### config.mk
export PLATFORM = sky130hd
export DESIGN_NAME = mem_arbiter
export DESIGN_NICKNAME = d
export VERILOG_FILES = /design/src/rtl/mem_arb_pkg.sv /design/src/rtl/mem_arbiter_fill_seq.sv /design/src/rtl/mem_arbiter.sv
export SDC_FILE = /design/constraint.sdc
export NUM_CORES = 1
export LEC_CHECK = 0
export CAP_MARGIN = 10
export CORE_MARGIN = 2
export CORE_UTILIZATION = 35
export DETAILED_ROUTE_END_ITERATION = 12
export PLACE_DENSITY = 0.73
export SYNTH_ARGS = -nofsm -noshare
export SYNTH_HDL_FRONTEND = slang
export SYNTH_HIERARCHICAL = 1
export SYNTH_SLANG_ARGS = --single-unit
### constraint.sdc
create_clock -name clk -period 2.2 [get_ports clk]
set_clock_uncertainty 0.2 [all_clocks]
set_input_delay 0.33 -clock clk [delete_from_list [all_inputs] [get_ports clk]]
set_output_delay 0.33 -clock clk [all_outputs]
set_load 0.05 [all_outputs]
### src/rtl/mem_arb_pkg.sv
// Shared types and geometry for the I/D-cache memory arbiter.
package mem_arb_pkg;

  localparam int unsigned ADDR_W        = 16;
  localparam int unsigned DATA_W        = 16;
  localparam int unsigned WORDS_PER_BLK = 8;
  localparam int unsigned MEM_LAT       = 4;
  localparam int unsigned BLK_OFF_LSB   = 1;
  localparam int unsigned BLK_OFF_MSB   = 3;

  // Derived: first block-tag bit, word-select width, issue counter width (needs the saturate value 8).
  localparam int unsigned BLK_LSB = BLK_OFF_MSB + 1;
  localparam int unsigned WSEL_W  = BLK_OFF_MSB - BLK_OFF_LSB + 1;
  localparam int unsigned ICNT_W  = WSEL_W + 1;
  localparam int unsigned TAG_W   = ADDR_W - BLK_LSB;

  typedef enum logic [1:0] {IDLE, FILL, WRITE, DONE} arbState_t;
  typedef enum logic [1:0] {I_FILL, D_FILL, D_WRITE} reqKind_t;

  // Block-aligned base of a byte address.
  function automatic logic [ADDR_W-1:0] blkBase(input logic [ADDR_W-1:0] addr);
    return {addr[ADDR_W-1:BLK_LSB], {BLK_LSB{1'b0}}};
  endfunction

endpackage

### src/rtl/mem_arbiter_fill_seq.sv
// Block-fill sequencer: read-issue counter, return counter, read address and last-word flag.
module fill_seq
  import mem_arb_pkg::*;
(
  input  logic              clk,
  input  logic              rst_n,
  input  logic              run,
  input  logic              dataValid,
  input  logic [TAG_W-1:0]  blkTag,
  output logic              issueActive,
  output logic [ADDR_W-1:0] rdAddr,
  output logic [WSEL_W-1:0] wordSel,
  output logic              lastWord
);

  logic [ICNT_W-1:0] issueCnt;
  logic [WSEL_W-1:0] recvCnt;

  assign issueActive = issueCnt < ICNT_W'(WORDS_PER_BLK);
  assign rdAddr      = {blkTag, issueCnt[WSEL_W-1:0], {BLK_OFF_LSB{1'b0}}};
  assign wordSel     = recvCnt;
  assign lastWord    = recvCnt == WSEL_W'(WORDS_PER_BLK - 1);

  // Counters advance only while a fill runs; issue saturates at one block, cleared otherwise.
  always_ff @(posedge clk or negedge rst_n) begin
    if (!rst_n) begin
      issueCnt <= '0;
      recvCnt  <= '0;
    end else if (!run) begin
      issueCnt <= '0;
      recvCnt  <= '0;
    end else begin
      if (issueActive) issueCnt <= issueCnt + ICNT_W'(1);
      if (dataValid)   recvCnt  <= recvCnt + WSEL_W'(1);
    end
  end

endmodule

### src/rtl/mem_arbiter.sv
// Arbitrates the shared pipelined main memory between I-cache fills, D-cache fills and D-cache stores.
module mem_arbiter
  import mem_arb_pkg::*;
(
  input  logic              clk,
  input  logic              rst_n,
  input  logic              icache_miss,
  input  logic [ADDR_W-1:0] icache_miss_addr,
  input  logic              dcache_miss,
  input  logic [ADDR_W-1:0] dcache_miss_addr,
  input  logic              dcache_wr_req,
  input  logic [ADDR_W-1:0] dcache_wr_addr,
  input  logic [DATA_W-1:0] dcache_wr_data,
  output logic              mem_en,
  output logic              mem_wr,
  output logic [ADDR_W-1:0] mem_addr,
  output logic [DATA_W-1:0] mem_data_in,
  input  logic [DATA_W-1:0] mem_data_out,
  input  logic              mem_data_valid,
  output logic              fill_target,
  output logic              fill_data_we,
  output logic [WSEL_W-1:0] fill_word_sel,
  output logic [DATA_W-1:0] fill_data,
  output logic              fill_tag_we,
  output logic              icache_fill_done,
  output logic              dcache_fill_done,
  output logic              dcache_wr_done,
  output logic              busy
);

  arbState_t         state;
  reqKind_t          kind;
  logic [ADDR_W-1:0] latchAddr;
  logic [DATA_W-1:0] latchData;
  logic              latchTarget;

  logic              fillActive;
  logic              issueActive;
  logic [ADDR_W-1:0] rdAddr;
  logic [WSEL_W-1:0] wordSel;
  logic              lastWord;
  logic              recvValid;

  assign fillActive = state == FILL;
  assign recvValid  = fillActive && mem_data_valid;

  fill_seq uFillSeq (
    .clk         (clk),
    .rst_n       (rst_n),
    .run         (fillActive),
    .dataValid   (recvValid),
    .blkTag      (latchAddr[ADDR_W-1:BLK_LSB]),
    .issueActive (issueActive),
    .rdAddr      (rdAddr),
    .wordSel     (wordSel),
    .lastWord    (lastWord)
  );

  // Arbitration and service FSM; requests are only sampled in IDLE.
  always_ff @(posedge clk or negedge rst_n) begin
    if (!rst_n) begin
      state       <= IDLE;
      kind        <= I_FILL;
      latchAddr   <= '0;
      latchData   <= '0;
      latchTarget <= 1'b0;
    end else begin
      case (state)
        IDLE: begin
          if (dcache_miss) begin
            kind        <= D_FILL;
            latchAddr   <= blkBase(dcache_miss_addr);
            latchTarget <= 1'b1;
            state       <= FILL;
          end else if (dcache_wr_req) begin
            kind        <= D_WRITE;
            latchAddr   <= dcache_wr_addr;
            latchData   <= dcache_wr_data;
            latchTarget <= 1'b1;
            state       <= WRITE;
          end else if (icache_miss) begin
            kind        <= I_FILL;
            latchAddr   <= blkBase(icache_miss_addr);
            latchTarget <= 1'b0;
            state       <= FILL;
          end
        end
        FILL:    if (mem_data_valid && lastWord) state <= DONE;
        WRITE:   state <= DONE;
        DONE:    state <= IDLE;
        default: state <= IDLE;
      endcase
    end
  end

  // Memory port is decoded from state so reset clears it immediately.
  assign mem_en      = (fillActive && issueActive) || (state == WRITE);
  assign mem_wr      = state == WRITE;
  assign mem_addr    = (state == WRITE) ? latchAddr :
                       (fillActive && issueActive) ? rdAddr : '0;
  assign mem_data_in = (state == WRITE) ? latchData : '0;

  // Fill write port passes returns straight through; stray returns outside FILL are dropped.
  assign fill_target   = latchTarget;
  assign fill_data_we  = recvValid;
  assign fill_word_sel = wordSel;
  assign fill_data     = recvValid ? mem_data_out : '0;
  assign fill_tag_we   = recvValid && lastWord;

  assign icache_fill_done = (state == DONE) && (kind == I_FILL);
  assign dcache_fill_done = (state == DONE) && (kind == D_FILL);
  assign dcache_wr_done   = (state == DONE) && (kind == D_WRITE);
  assign busy             = state != IDLE;

endmodule

==> metrics.cfg <==
[floorplanning]
core_mm2 = 0.007331
fp.dieW_um = 91.69
ioPinCount = 146
initial_utilization_pct = 36.71
die-area_mm2 = 0.008407
num_rows = 31
die_y_um = 91.69

[timing]
min_period_ns = 2.172
fmaxAchievable_mhz = 460.4
rsz0062_at_grt = yes
tightest_slew_ns = 0.7374
finalHoldViolCount = 0
setup_violations = 0
fin_crit_sh_pct = 98.73
drv_slew = 0
timing.hold.ws_ns = 0.2887
max-slew-margin-rel_pct = 50.83
finalWorstSetupSlack_ns = 0.02802

[finish]
drive_above_1_share_pct = 37.89
final_common_cell = clkdlybuf4s50_1
syn_to_final_growth_pct = 81.92
nets = 472
diodes = 0
fill_cells = 554
postLayoutCoreUtil_pct = 66.79
most-common-layout-cells = clkdlybuf4s50_1, buf_12, dfrtp_1

[synth]
syn-num-nets = 341
yosys.area.top_type = dfrtp_1
synth_area_leaders = dfrtp_1, a22o_1, mux2i_1
async_reset_ff_share_pct = 100.0
synth.distinct_cells = 36
synth-seq-area-share_pct = 40.91
ys_warn_count = 6
synth_ff_type = dfrtp_1
ys_seq_elements = 44
avgSynthCellArea_um2 = 10.85
synthCells = 248
synth_edf_count = 0
syn_area_mm2 = 0.002691
synth_top_area_share_pct = 40.91

[worst_setup_path]
critPathMaxFanout = 4
cp-start-kind = register
cp.required_ns = 1.67
cp-end-kind = output port
critPathKind = reg -> out
critPathArrivalTime_ns = 1.64

[place]
gp_congestion = 0.8045
dp_hpwl_um = 5576
dp_slack_ns = 0.02744
port_buffers = 137

[clock_network]
cts_max_level = 2
cts_tree = yes
cts_inserted_buffers = 5
cts_buffer_depth = 2
cts_root_buffer = clkbuf_8
clock_latency_ns = 0.29
clk_transition_reported_paths_ns = 0.08
cts_sinks = 44

[min_path]
hold_class = reg -> reg

[power_and_ir_drop]
p_comb_share_pct = 69.3
seq_power_share_pct = 20.9
power_density_mw_per_mm2 = 1394
sw_frac_of_total_pct = 42.76
switching_power_mw = 2.918
p_int_mw = 3.906
p_leak_nw = 2.226
p_clk_share_pct = 9.8
ir_drop_mv = 0.7616
p_total_mw = 6.824

[grt]
grt-ovfl-total = 0
grt_pass1_vias = 2379
grt_max_degree = 45
antenna_found_initial = 0
track_usage_pct = 17.19
grt_pass1_wl_um = 11630

[outcome]
status = finished, final reports clean

[routing]
drtIter0Drc = 43
drc = 0
drt-total-wl_um = 7247
wl_per_cell_um = 15.13
ant_nets = 0
first_pass_iters = 4
vias_per_cell = 4.739
via_count = 2270

[job]
maxCapViolations = 0

## synthesized netlist by cell type, types with 4 or more instances
library cell,n
o211ai_2,9
and3_1,17
nand2_1,32
a22o_1,20
inv_1,5
nor2b_1,4
mux2_4,8
dfrtp_1,44
clkbuf_1,7
and2_1,20
mux2i_1,16
mux2_2,9
ha_1,7
buf_4,18
## power by group through the flow
stage | clock [mW] | combinational [mW] | sequential (mW)
2_1_floorplan | 0 | 2.67 | 1.42
3_3_place_gp | 0 | 4.47 | 1.40
3_5_place_dp | 0 | 4.53 | 1.43
4_1_cts | 0.687 | 4.71 | 1.42
5_1_grt | 0.709 | 4.97 | 1.48
6_report | 0.667 | 4.73 | 1.43
## sequential cells by signal, summed over array words and instances, names as in the netlist
register,cells
fill_target,1
kind,2
latchAddr,16
latchData,16
state,2
uFillSeq/issueCnt,4
uFillSeq/wordSel,3
## metal layers
layer  track usage (%)  part of all wire (%)  vias up
met2             31.62                    53       72
li1                  -                     -     1108
met4             3.483                   1.1        0
met1             20.77                    41     1081
met5                 0                     0        -
met3             3.451                   5.0        9
## metrics by stage
stage               cell area (µm²)  instances  setup TNS, ns
floorplan                      2724        248              0
global placement               4634        466              0
detailed placement             4634        466              0
CTS                            4862        478              0
global route                   4896        479       -0.06075
finish                         4896        479              0
## kinds of logic after synthesis
logic type                 Yosys count  synth area share (%)
adders and majority gates            7                 3.254
muxes                               33                 14.18
DFF                                 44                 40.91
xor gates and xnor gates             2                0.6510
AOI/OAI and AO/OA                   41                 14.88
other                                1                0.1393
buffers and inverters               36                 9.066
and+or+nand+nor                     84                 16.92
## cell type report
cell class	instances	area [µm²]	share of cell area, %
Multi-Input combinational cell	168	1451	29.64
Inverter	5	18.77	0.3833
Clock buffer	7	96.34	1.968
Clock inverter	1	30.03	0.6133
Timing Repair Buffer	155	2074	42.37
Tap cell	99	123.9	2.530
Sequential cell	44	1101	22.49
## timing repair
item                       4_1_cts  5_1_grt
pin swaps                        2        2
gates cloned                     1        0
hold buffers                     1        0
buffers inserted                 2        1
hold endpoints to repair        44        0
setup endpoints to repair       20       46
resized for setup               14        6
## worst max-delay path: stages (launching register included)
cell	delay, ns
dfrtp_1	0.44
inv_2	0.12
ha_4	0.19
nor2_4	0.06
buf_4	0.15
a22o_2	0.23
buf_12	0.15
## worst paths after layout
path	startpoint	to	slack, ns	cells after the start
max	state[0]	mem_addr[7]	0.03	6
min	fill_target	fill_target	0.29	2
max reg2reg	state[0]	state[1]	0.26	5
min reg2reg	fill_target	fill_target	0.29	2
max in group asynchronous	rst_n	state[1]	0.96	3
min in group asynchronous	rst_n	latchData[11]	0.45	3
No activity file was read; power rests on OpenSTA's default activity.
